`src/rtl/fifo_beat_packer_if.sv`:
```
// Bus bundle for fifo_beat_packer: upstream FIFO read port, flush request,
// packed-beat output channel and a debug view of the FSM state.
interface fifo_beat_packer_if #(
   parameter int DATA_WIDTH = 32,
   parameter int PACK_NUM   = 4,
   parameter int LANE_WIDTH = 3
);
   logic                           fifo_empty_i;
   logic [DATA_WIDTH-1:0]          fifo_r_data_i;
   logic                           fifo_r_en_o;
   logic                           flush_i;
   logic                           out_valid_o;
   logic                           out_ready_i;
   logic [PACK_NUM*DATA_WIDTH-1:0] out_data_o;
   logic [PACK_NUM-1:0]            out_mask_o;
   logic [LANE_WIDTH-1:0]          out_count_o;
   logic                           dbg_send;

   // Handshake: a beat transfers on any clock edge where out_valid_o and
   // out_ready_i are both 1; once raised, out_valid_o and the beat stay
   // stable until that edge. A FIFO word is consumed on every edge where
   // fifo_r_en_o is 1. dbg_send is 1 in SEND, 0 in FILL.
   modport master (
      input  fifo_empty_i, fifo_r_data_i, flush_i, out_ready_i,
      output fifo_r_en_o, out_valid_o, out_data_o, out_mask_o, out_count_o,
             dbg_send
   );

   modport slave (
      output fifo_empty_i, fifo_r_data_i, flush_i, out_ready_i,
      input  fifo_r_en_o, out_valid_o, out_data_o, out_mask_o, out_count_o,
             dbg_send
   );
endinterface

```
`src/rtl/fifo_beat_packer.sv`:
```
// Packs PACK_NUM FIFO words into one wide beat; flush_i emits a partial beat.
// Optional idle auto-flush is enabled by defining FIFO_BEAT_PACKER_TIMEOUT_EN.
module fifo_beat_packer #(
   parameter int DATA_WIDTH     = 32,
   parameter int PACK_NUM       = 4,
   parameter int LANE_WIDTH     = 3,
   parameter int TIMEOUT_CYCLES = 16
) (
   input  logic                 clk,
   input  logic                 rst_n,
   fifo_beat_packer_if.master   bus
);

   typedef enum logic {
      FILL = 1'b0,
      SEND = 1'b1
   } state_t;

   generate
      if (PACK_NUM < 2) begin : g_bad_pack
         $error("PACK_NUM must be at least 2");
      end
      if (LANE_WIDTH < $clog2(PACK_NUM + 1)) begin : g_bad_lane
         $error("LANE_WIDTH too narrow for PACK_NUM");
      end
      if (TIMEOUT_CYCLES < 2) begin : g_bad_timeout
         $error("TIMEOUT_CYCLES must be at least 2");
      end
   endgenerate

   state_t                         state_q;
   logic [PACK_NUM*DATA_WIDTH-1:0] data_q;
   logic [PACK_NUM-1:0]            mask_q;
   logic [LANE_WIDTH-1:0]          cnt_q;

   logic pop;
   logic last_lane;
   logic auto_flush;
   logic flush_go;

   // Gated by rst_n so the pop strobe is low while reset is held.
   assign pop       = rst_n && (state_q == FILL) && !bus.fifo_empty_i;
   assign last_lane = (cnt_q == LANE_WIDTH'(PACK_NUM - 1));
   assign flush_go  = (bus.flush_i || auto_flush) && ((cnt_q != '0) || pop);

`ifdef FIFO_BEAT_PACKER_TIMEOUT_EN
   localparam int IDLE_W = $clog2(TIMEOUT_CYCLES + 1);

   logic [IDLE_W-1:0] idle_q;
   logic              idle;

   assign idle       = (state_q == FILL) && (cnt_q != '0) && !pop;
   // Fires on the idle cycle whose increment would reach TIMEOUT_CYCLES-1.
   assign auto_flush = idle && (idle_q == IDLE_W'(TIMEOUT_CYCLES - 2));

   always_ff @(posedge clk or negedge rst_n) begin
      if (!rst_n) begin
         idle_q <= '0;
      end else if (!idle || flush_go) begin
         idle_q <= '0;
      end else begin
         idle_q <= idle_q + 1'b1;
      end
   end
`else
   assign auto_flush = 1'b0;
`endif

   always_ff @(posedge clk or negedge rst_n) begin
      if (!rst_n) begin
         state_q <= FILL;
         data_q  <= '0;
         mask_q  <= '0;
         cnt_q   <= '0;
      end else begin
         case (state_q)
            FILL: begin
               if (pop) begin
                  for (int i = 0; i < PACK_NUM; i++) begin
                     if (cnt_q == LANE_WIDTH'(i)) begin
                        data_q[i*DATA_WIDTH +: DATA_WIDTH] <= bus.fifo_r_data_i;
                        mask_q[i]                          <= 1'b1;
                     end
                  end
                  cnt_q <= cnt_q + 1'b1;
               end
               if ((pop && last_lane) || flush_go) begin
                  state_q <= SEND;
               end
            end
            SEND: begin
               if (bus.out_ready_i) begin
                  data_q  <= '0;
                  mask_q  <= '0;
                  cnt_q   <= '0;
                  state_q <= FILL;
               end
            end
            default: state_q <= FILL;
         endcase
      end
   end

   assign bus.fifo_r_en_o = pop;
   assign bus.out_valid_o = (state_q == SEND);
   assign bus.out_data_o  = data_q;
   assign bus.out_mask_o  = mask_q;
   assign bus.out_count_o = cnt_q;
   assign bus.dbg_send    = (state_q == SEND);

endmodule

```
`src/flat_wrapper.sv`:
```
// flat-port wrapper written by rule: the top's interface ports become plain ports
module fifo_beat_packer_flat 
#(
   parameter int DATA_WIDTH     = 32,
   parameter int PACK_NUM       = 4,
   parameter int LANE_WIDTH     = 3,
   parameter int TIMEOUT_CYCLES = 16
)
  (clk, rst_n, bus_fifo_empty_i, bus_fifo_r_data_i, bus_flush_i, bus_out_ready_i, bus_fifo_r_en_o, bus_out_valid_o, bus_out_data_o, bus_out_mask_o, bus_out_count_o, bus_dbg_send);
  fifo_beat_packer_if #(.DATA_WIDTH(DATA_WIDTH), .PACK_NUM(PACK_NUM), .LANE_WIDTH(LANE_WIDTH)) bus_i ();
  input  logic clk;
  input  logic rst_n;
  input wire logic [$bits(bus_i.fifo_empty_i)-1:0] bus_fifo_empty_i;
  input wire logic [$bits(bus_i.fifo_r_data_i)-1:0] bus_fifo_r_data_i;
  input wire logic [$bits(bus_i.flush_i)-1:0] bus_flush_i;
  input wire logic [$bits(bus_i.out_ready_i)-1:0] bus_out_ready_i;
  output wire logic [$bits(bus_i.fifo_r_en_o)-1:0] bus_fifo_r_en_o;
  output wire logic [$bits(bus_i.out_valid_o)-1:0] bus_out_valid_o;
  output wire logic [$bits(bus_i.out_data_o)-1:0] bus_out_data_o;
  output wire logic [$bits(bus_i.out_mask_o)-1:0] bus_out_mask_o;
  output wire logic [$bits(bus_i.out_count_o)-1:0] bus_out_count_o;
  output wire logic [$bits(bus_i.dbg_send)-1:0] bus_dbg_send;
  assign bus_i.fifo_empty_i = bus_fifo_empty_i;
  assign bus_i.fifo_r_data_i = bus_fifo_r_data_i;
  assign bus_i.flush_i = bus_flush_i;
  assign bus_i.out_ready_i = bus_out_ready_i;
  assign bus_fifo_r_en_o = bus_i.fifo_r_en_o;
  assign bus_out_valid_o = bus_i.out_valid_o;
  assign bus_out_data_o = bus_i.out_data_o;
  assign bus_out_mask_o = bus_i.out_mask_o;
  assign bus_out_count_o = bus_i.out_count_o;
  assign bus_dbg_send = bus_i.dbg_send;
  fifo_beat_packer #(.DATA_WIDTH(DATA_WIDTH), .PACK_NUM(PACK_NUM), .LANE_WIDTH(LANE_WIDTH), .TIMEOUT_CYCLES(TIMEOUT_CYCLES)) u_core (.clk(clk), .rst_n(rst_n), .bus(bus_i));
endmodule
```
`config.mk`:
```
export PLATFORM = sky130hd
export DESIGN_NAME = fifo_beat_packer_flat
export DESIGN_NICKNAME = d
export VERILOG_FILES = /design/src/rtl/fifo_beat_packer_if.sv /design/src/rtl/fifo_beat_packer.sv /design/src/flat_wrapper.sv
export SDC_FILE = /design/constraint.sdc
export NUM_CORES = 1
export LEC_CHECK = 0
export CAP_MARGIN = 20
export CORE_MARGIN = 3
export CORE_UTILIZATION = 30
export DETAILED_ROUTE_END_ITERATION = 16
export GPL_TIMING_DRIVEN = 0
export PLACE_DENSITY = 0.63
export SLEW_MARGIN = 10
export SYNTH_ARGS = -nofsm -noshare
export SYNTH_HDL_FRONTEND = slang
export SYNTH_SLANG_ARGS = --single-unit
```
`constraint.sdc`:
```
create_clock -name clk -period 3.1 [get_ports clk]
set_input_delay 0.465 -clock clk [delete_from_list [all_inputs] [get_ports clk]]
set_output_delay 0.465 -clock clk [all_outputs]
set_load 0.02 [all_outputs]
```
==> results of run 1 <==
flip-flops by register name, indices dropped and copies added (netlist names):
signal,flops
u_core.bus.dbg_send,1
u_core.bus.out_data_o,128
u_core.bus.out_count_o,3
u_core.bus.out_mask_o,4
cell usage in the layout (no fill, tap or decap), types with 16 or more instances in the layout:
cell	Yosys	routed
dfrtp_1	136	136
o21ai_1	28	28
nand2_1	138	138
clkdlybuf4s50_1	0	173
o211ai_1	31	31
mux2i_1	65	65
inv_1	37	37
o21ai_0	37	37
buf_2	16	16
clkbuf_16	0	17
clkbuf_1	17	18
final timing paths:
path	startpoint	cells past startpoint	end
hold reg to reg	u_core.bus.out_mask_o[0]	2	u_core.bus.out_mask_o[0]
hold / removal	rst_n	1	u_core.bus.out_data_o[105]
max in group asynchronous	rst_n	2	u_core.bus.out_data_o[55]
setup reg to reg	u_core.bus.out_count_o[0]	6	u_core.bus.out_data_o[112]
min in group clk	u_core.bus.out_mask_o[0]	2	u_core.bus.out_mask_o[0]
setup / recovery	u_core.bus.dbg_send	4	bus_fifo_r_en_o
per-stage QoR:
step           hold slack, ns  total power [mW]
5_1_grt                0.0227              8.89
4_1_cts               0.00379              8.52
6_report             -0.00629              8.41
3_5_place_dp            0.451              6.25
2_1_floorplan           0.169              4.45
3_3_place_gp            0.459              6.21
critical path, delay by kind of cell (launching register included):
family,cells,cell delay (ns)
buf+inv,3,0.96
flops,1,0.48
simple gates,1,0.39
metal layers:
layer,share of wire,track usage
met3,0.072,0.0593
met5,0,0
met1,0.45,0.236
met2,0.46,0.273
met4,0.012,0.0450
report_power, final:
part           internal (mW)  leakage [nW]  switching, mW
Sequential              2.39          1.84          0.384
Clock                   1.47         0.318          0.748
Combinational           1.51          1.94           1.90
Total                   5.37          4.09           3.04
kinds of logic (layout without fill, tap and decap cells):
group,count (synthesis),after routing
compound gates,101,101
simple gates,146,146
buf+inv,76,282
fa+ha+maj,5,5
mux,65,65
flops,136,136
layout make-up:
class | count | area [µm²]
Buffer | 38 | 189
Multi-Input combinational cell | 317 | 1900
Fill cell | 1738 | 9870
Inverter | 38 | 144
Sequential cell | 136 | 3400
Clock inverter | 7 | 138
Tap cell | 229 | 287
Timing Repair Buffer | 175 | 1770
Clock buffer | 24 | 512
==> flow_metrics.py, run 1 <==
metrics = {
    "setup_path": {
        "slowest_stage": "clkdlybuf4s50_1",
        "endpoint_kind": "output pin",
        "cp.required_ns": 2.63,
        "timing.critical_path.cells": "or3b_1 -> buf_2 -> clkinv_2 -> clkdlybuf4s50_1",
        "crit_arrival_ns": 2.26,
        "start_kind": "register",
        "max_stage_delay_ns": 0.65,
        "r2r_slack_ns": 1.00,
        "path_class": "reg2out",
        "path_max_fanout": 10,
    },
    "layout": {
        "antenna_cells": 0,
        "nets": 765,
        "syn_to_final_growth_pct": 48.1,
        "fin_area_mm2": 0.00834,
        "final_core_util": 0.458,
        "drive_gt1_frac": 0.0762,
        "layoutNonFillerInstCount": 964,
    },
    "clocking": {
        "clock_latency_ns": 0.42,
        "cts_tree": "built",
        "cts_sinks": 136,
        "cts-htree-levels": 4,
        "postCtsHoldBufs": 0,
        "cts_buffer_depth": 2,
        "clock-root-buffer": "clkbuf_16",
        "clkSlewWorstSetupHoldPaths_ns": 0.06,
        "post_cts_buffers": 0,
        "cts_buffers": 17,
        "cts-resized-gates": 0,
    },
    "pwr": {
        "power.density_cell_area_mw_per_mm2": 1010,
        "peakVddDrop_uv": 425,
        "leakagePower_nw": 4.09,
    },
    "die": {
        "core_mm2": 0.0182,
        "initial_utilization": 0.309,
        "die_h_um": 143,
        "die_w_um": 143,
        "rows": 49,
        "ioPinCount": 175,
        "die_area_mm2": 0.0205,
    },
    "hold_path": {
        "hold_class": "in2async",
    },
    "yosys": {
        "yosys_warnings": 0,
        "synth-adder-area-share": 0.0111,
        "seq_area_frac_synth": 0.604,
        "synth_top_cell_by_area": "dfrtp_1",
        "synthesis.nets": 571,
        "yosys.area_share.simple": 0.105,
        "syn_avg_cell_area_um2": 10.6,
        "synthMuxAreaShare": 0.116,
        "synth_xor_xnor_area_share": 0,
        "synthCells": 529,
        "synth_area_mm2": 0.00563,
        "yosysTopAreaCellShare": 0.604,
        "synth_most_common_cell": "nand2_1",
        "synth_ff_type": "dfrtp_1",
        "yosys_register_bits": 136,
        "synthTopCellsByArea": "dfrtp_1 (60%), mux2i_1 (12%), nand2_1 (9.2%)",
        "synth_top_family_by_area": "multiplexers",
        "synth.distinct_cells": 25,
        "synth_compound_area_frac": 0.105,
        "synth-edff-count": 0,
        "synth_common_cells": "nand2_1 (138), dfrtp_1 (136), mux2i_1 (65)",
        "synthArstFlopShare": 1.00,
    },
    "global_routing": {
        "grt_pass1_wl_um": 27500,
        "antenna_found_initial": 0,
        "grt.overflow.total": 0,
        "grt_pass1_vias": 4844,
        "grt_util_all_layers": 0.175,
        "grt_max_degree": 73,
    },
    "drt": {
        "drc": 0,
        "drt_first_pass_iters": 5,
        "wl_um": 17300,
        "ant_nets": 0,
        "wl_per_cell_um": 18.0,
        "vias_per_cell": 4.69,
        "route.vias.total": 4525,
        "drt_iter0_drc": 224,
    },
    "placement": {
        "placed_area_mm2": 0.00769,
        "place.gp.congestion": 0.732,
        "port_buffers": 174,
        "dp_cells": 933,
        "post-dp-hpwl_um": 12200,
        "post-place-ws_ns": 0.374,
    },
    "sta": {
        "setup_viol": 0,
        "worst_slew_pin_slew_ns": 0.625,
        "whs_ns": -0.00629,
        "slew_violations": 0,
        "rsz0062_at_grt": "false",
        "hold_violations": 2,
        "period_minus_slack_ns": 2.72,
        "clock_skew_ns": 0.00924,
        "relSlewSlack": 0.584,
        "fin_crit_sh": 0.879,
        "final.setup.worst_slack_ns": 0.376,
        "setup_tns_ns": 0,
        "maxClockFrequency_ghz": 0.367,
    },
    "run_status": {
        "status": "complete, but fails checks",
        "violations": "hold timing",
    },
    "flow_run": {
        "cap_violations": 0,
    },
}
No activity file was read; power rests on OpenSTA's default activity.
==> run 2: changes to the inputs <==
CORE_UTILIZATION = 45   (was 30)
PLACE_DENSITY = 0.85   (was 0.63)
==> run 2 against run 1 <==
Count of clock-buffer cells in the layout decreased by 2. Final cell count decreased by 6.2%. Non-clock buffer count increased by 1. Clock power decreased by 16%. Wire length decreased by 3.9%. Critical path depth increased by 1. The run now ends clean. Via count increased by 4.8%. Die area decreased by 32%. Combinational power about the same. Register-to-register slack improved by 0.05 ns. Fmax increased by 0.39%.
==> flow_metrics.py, run 2 (synthesized netlist as in run 1, its figures left out) <==
metrics = {
    "sta": {
        "fin_crit_sh": 0.875,
        "setup_viol": 0,
        "period_minus_slack_ns": 2.71,
        "worst_slew_pin_slew_ns": 0.597,
        "final.setup.worst_slack_ns": 0.386,
        "maxClockFrequency_ghz": 0.369,
        "relSlewSlack": 0.602,
        "clock_skew_ns": 0.00673,
        "hold_violations": 0,
        "setup_tns_ns": 0,
        "slew_violations": 0,
        "rsz0062_at_grt": "false",
    },
    "layout": {
        "syn_to_final_growth_pct": 45.6,
        "final_core_util": 0.677,
        "antenna_cells": 0,
        "final_common_cell": "clkdlybuf4s50_1",
        "drive_gt1_frac": 0.0761,
        "regArea_mm2": 0.00340,
        "fin_area_mm2": 0.00820,
        "mostFrequentLayoutCells": "clkdlybuf4s50_1 (173), nand2_1 (138), dfrtp_1 (136), mux2i_1 (65)",
        "multi_input_area_mm2": 0.00190,
        "fill_cells": 948,
        "layoutNonFillerInstCount": 904,
        "largest_reg_flops": 128,
        "nets": 766,
    },
    "clocking": {
        "cts_tree": "built",
        "cts_buffers": 17,
        "post_cts_buffers": 0,
        "cts_sinks": 136,
        "clock_latency_ns": 0.41,
        "clock-root-buffer": "clkbuf_16",
        "clkSlewWorstSetupHoldPaths_ns": 0.05,
        "cts-htree-levels": 4,
        "cts_buffer_depth": 2,
    },
    "global_routing": {
        "grt_pass1_wl_um": 26600,
        "grt_pass1_vias": 4999,
        "grt_util_all_layers": 0.243,
        "antenna_found_initial": 0,
        "grt_max_degree": 75,
        "grt.overflow.total": 0,
    },
    "setup_path": {
        "slowest_stage": "clkdlybuf4s50_1",
        "rr_startpoint": "u_core.bus.out_count_o[0]",
        "path_max_fanout": 10,
        "crit_arrival_ns": 2.25,
        "endpoint_kind": "output pin",
        "crit_buf_inv": 4,
        "start_kind": "primary input",
        "r2r_slack_ns": 1.05,
        "crit_family": "buffers and inverters",
        "worstRegToRegCells": 6,
        "cp.required_ns": 2.63,
        "path_class": "in2out",
        "max_stage_delay_ns": 0.65,
        "rr_endpoint": "u_core.bus.out_data_o[112]",
        "path_common_cell": "clkdlybuf4s50_1",
        "timing.critical_path.cells": "clkdlybuf4s50_1 -> or3b_1 -> buf_2 -> clkinv_2 -> clkdlybuf4s50_1",
    },
    "drt": {
        "drt_iter0_drc": 336,
        "wl_um": 16700,
        "wl_per_cell_um": 18.4,
        "route.vias.total": 4742,
        "ant_nets": 0,
        "drc": 0,
        "drt_first_pass_iters": 5,
        "vias_per_cell": 5.25,
    },
    "die": {
        "die_w_um": 118,
        "die_area_mm2": 0.0139,
        "ioPinCount": 175,
        "initial_utilization": 0.465,
        "rows": 40,
        "core_mm2": 0.0121,
        "die_h_um": 118,
    },
    "run_status": {
        "status": "completed",
    },
    "pwr": {
        "peakVddDrop_uv": 501,
        "p_sw_frac": 0.374,
        "power.density_cell_area_mw_per_mm2": 986,
        "pwr-share-seq": 0.345,
        "leakagePower_nw": 4.06,
        "power.internal_mw": 5.06,
        "p_clk_frac": 0.230,
        "p_switching_mw": 3.03,
        "pwr-share-comb": 0.425,
    },
    "placement": {
        "placed_area_mm2": 0.00761,
        "dp_cells": 872,
        "port_buffers": 174,
        "post-dp-hpwl_um": 12000,
        "place.gp.congestion": 0.840,
        "post-place-ws_ns": -0.0609,
    },
    "hold_path": {
        "hold_class": "in2async",
    },
    "flow_run": {
        "cap_violations": 0,
    },
}
run 2: repair_timing:
| item | in CTS | in global routing |
|---|---|---|
| hold buffers | 0 | 1 |
| endpoints found under the hold margin | 0 | 65 |
| gates resized for setup | 1 | 1 |
| endpoints found under the setup margin | 1 | 1 |
run 2: metal layers:
layer	up-vias	part of all wire	track usage
li1	2157	-	-
met1	2352	0.41	0.289
met2	195	0.49	0.400
met3	38	0.078	0.0927
met4	0	0.026	0.0967
met5	-	0	0
run 2: per-stage QoR:
step           total power, mW  hold slack [ns]
5_1_grt                   8.50           0.0491
3_5_place_dp              6.24            0.477
2_1_floorplan             4.45            0.169
4_1_cts                   8.13          0.00626
6_report                  8.09           0.0302
3_3_place_gp              6.11            0.471
run 2: how the worst max path moves through the flow:
stage / start / endpoint / slack, ns / cells past startpoint
2_1_floorplan: u_core.bus.out_count_o[0] / u_core.bus.out_data_o[110] / 1.38 / 6
3_3_place_gp: rst_n / bus_fifo_r_en_o / -4.01 / 5
3_5_place_dp: rst_n / bus_fifo_r_en_o / -0.06 / 6
4_1_cts: rst_n / bus_fifo_r_en_o / 0.02 / 6
5_1_grt: u_core.bus.dbg_send / bus_fifo_r_en_o / 0.30 / 4
6_report: bus_fifo_empty_i / bus_fifo_r_en_o / 0.39 / 5
run 2: area by class of cell:
type / count / share of cell area
inverters: 38 / 0.0175
multi-input cells: 317 / 0.231
plain buffers: 38 / 0.0230
clock inverters: 9 / 0.00916
flip-flops and latches: 136 / 0.415
well taps: 168 / 0.0256
repair buffers: 176 / 0.220
clock buffers: 22 / 0.0578
run 2: power by group through the flow:
stage / clock (mW) / sequential [mW] / combinational [mW]
floorplan: 0 / 3.51 / 0.947
global placement: 0 / 2.78 / 3.33
detailed placement: 0 / 2.81 / 3.43
CTS: 1.88 / 2.79 / 3.46
global route: 1.96 / 2.87 / 3.67
finish: 1.86 / 2.79 / 3.43
==> run 3: changes to the inputs <==
CTS_BUF_LIST = sky130_fd_sc_hd__clkbuf_8   (was unset)
==> run 3 against run 2 <==
Combinational power about the same. Sequential share of layout area up 1.0 points. Worst setup slack worse by 0.011 ns. Count of clock-buffer cells in the layout down 2. Critical path depth down 1. Critical endpoint unchanged. Largest cell class unchanged. Largest power group unchanged.
==> flow_metrics.py, run 3 (synthesized netlist as in run 1, its figures left out) <==
metrics = {
    "sta": {
        "clock_skew_ns": 0.00704,
        "final.setup.worst_slack_ns": 0.376,
        "whs_ns": 0.00761,
        "slew_violations": 0,
        "hold_violations": 0,
        "setup_viol": 0,
        "period_minus_slack_ns": 2.72,
        "setup_tns_ns": 0,
        "rsz0062_at_grt": "false",
        "maxClockFrequency_ghz": 0.367,
        "worst_slew_pin_slew_ns": 0.602,
        "fin_crit_sh": 0.879,
        "relSlewSlack": 0.599,
    },
    "setup_path": {
        "rr_startpoint": "u_core.bus.out_count_o[0]",
        "endpoint_kind": "output pin",
        "crit_buf_inv": 3,
        "r2r_slack_ns": 1.07,
        "slowest_stage": "clkdlybuf4s50_1",
        "max_stage_delay_ns": 0.64,
        "crit_family": "buffers and inverters",
        "cp.required_ns": 2.63,
        "cp.depth": 4,
        "worstRegToRegCells": 6,
        "startpoint": "u_core.bus.dbg_send",
        "crit_arrival_ns": 2.26,
        "start_kind": "register",
        "timing.critical_path.cells": "or3b_1 -> buf_2 -> clkinv_2 -> clkdlybuf4s50_1",
        "path_max_fanout": 10,
        "path_class": "reg2out",
        "rr_endpoint": "u_core.bus.out_data_o[115]",
        "crit_end": "bus_fifo_r_en_o",
    },
    "global_routing": {
        "grt_max_degree": 75,
        "grt_util_all_layers": 0.241,
        "grt.overflow.total": 0,
        "grt_pass1_vias": 4971,
        "antenna_found_initial": 0,
        "grt_pass1_wl_um": 26500,
    },
    "drt": {
        "drt_first_pass_iters": 4,
        "wl_per_cell_um": 18.2,
        "ant_nets": 0,
        "vias_per_cell": 5.20,
        "wl_um": 16500,
        "route.vias.total": 4697,
        "drc": 0,
        "drt_iter0_drc": 325,
    },
    "clocking": {
        "cts_tree": "built",
        "clock-root-buffer": "clkbuf_8",
        "clock_latency_ns": 0.44,
        "cts-htree-levels": 4,
        "clkSlewWorstSetupHoldPaths_ns": 0.07,
        "cts_buffer_depth": 2,
        "cts_sinks": 136,
        "cts_buffers": 17,
        "post_cts_buffers": 0,
    },
    "hold_path": {
        "hold_class": "in2async",
    },
    "pwr": {
        "p_sw_frac": 0.392,
        "peakVddDrop_uv": 490,
        "power.density_cell_area_mw_per_mm2": 942,
        "leakagePower_nw": 3.98,
        "p_switching_mw": 2.96,
        "p_clk_frac": 0.176,
        "pwr-share-comb": 0.454,
        "p_total_mw": 7.54,
        "power.internal_mw": 4.58,
        "pwr-share-seq": 0.369,
    },
    "die": {
        "ioPinCount": 175,
        "die_w_um": 118,
        "die_area_mm2": 0.0139,
        "die_h_um": 118,
        "initial_utilization": 0.465,
        "core_mm2": 0.0121,
        "rows": 40,
    },
    "placement": {
        "dp_cells": 872,
        "port_buffers": 174,
        "post-dp-hpwl_um": 12000,
        "place.gp.congestion": 0.840,
        "post-place-ws_ns": -0.0609,
    },
    "layout": {
        "final_common_cell": "clkdlybuf4s50_1",
        "nets": 766,
        "drive_gt1_frac": 0.0761,
        "antenna_cells": 0,
        "syn_to_final_growth_pct": 42.1,
        "layoutNonFillerInstCount": 904,
        "mostFrequentLayoutCells": "clkdlybuf4s50_1 (173), nand2_1 (138), dfrtp_1 (136), mux2i_1 (65), inv_1 (39)",
        "largest_reg_flops": 128,
    },
    "run_status": {
        "status": "completed",
    },
    "flow_run": {
        "cap_violations": 0,
    },
}
[run 3: cell count changes in the layout (fill, tap and decap cells not counted), sizes merged]
cell,change
clkbuf,-2
inv,+2
[run 3: stage by stage]
stage,util,cell area (µm²)
2_1_floorplan,-,5630
3_3_place_gp,0.626,7580
3_5_place_dp,0.629,7610
4_1_cts,0.661,8000
5_1_grt,0.661,8000
6_report,0.661,8000
[run 3: worst min-delay path by stage]
stage | start | endpoint | slack, ns | cells past startpoint
floorplan | rst_n | u_core.bus.dbg_send | 0.17 | 0
global placement | u_core.bus.out_mask_o[2] | u_core.bus.out_mask_o[2] | 0.47 | 2
detailed placement | u_core.bus.out_mask_o[2] | u_core.bus.out_mask_o[2] | 0.48 | 2
CTS | rst_n | u_core.bus.out_data_o[126] | 0.02 | 2
global route | rst_n | u_core.bus.out_data_o[94] | 0.02 | 2
finish | rst_n | u_core.bus.out_data_o[34] | 0.008 | 2
[run 3: layout make-up]
type	instances	area (µm²)
Timing Repair Buffer	176	1800
Tap cell	168	210
Fill cell	976	4110
Multi-Input combinational cell	317	1900
Buffer	38	189
Clock inverter	11	82.6
Inverter	38	144
Sequential cell	136	3400
Clock buffer	20	275
[run 3: routing by layer]
layer / vias up / wire, µm / GRT usage
li1: 2153 / - / -
met1: 2327 / 6750 / 0.289
met2: 178 / 8060 / 0.398
met3: 39 / 1250 / 0.0865
met4: 0 / 420 / 0.0945
met5: - / 0 / 0
[run 3: worst reg2reg max path, delay by kind of cell, from the launching register on]
| kind | cells | cell delay, ns |
|---|---|---|
| simple gates | 1 | 0.29 |
| flops | 1 | 0.45 |
| compound gates | 1 | 0.17 |
| fa+ha+maj | 2 | 0.33 |
| buf+inv | 2 | 0.66 |
[run 3: timing repair]
action | CTS | global route
hold buffers | 1 | 0
endpoints found under the setup margin | 1 | 0
hold endpoints to repair | 65 | 0
gates resized for setup | 1 | 0
[run 3: power groups by stage]
stage | sequential [mW] | clock [mW] | combinational [mW]
after floorplan | 3.51 | 0 | 0.947
after global placement | 2.78 | 0 | 3.33
after detailed placement | 2.81 | 0 | 3.43
after CTS | 2.78 | 1.34 | 3.46
after global routing | 2.86 | 1.42 | 3.67
final | 2.78 | 1.33 | 3.43
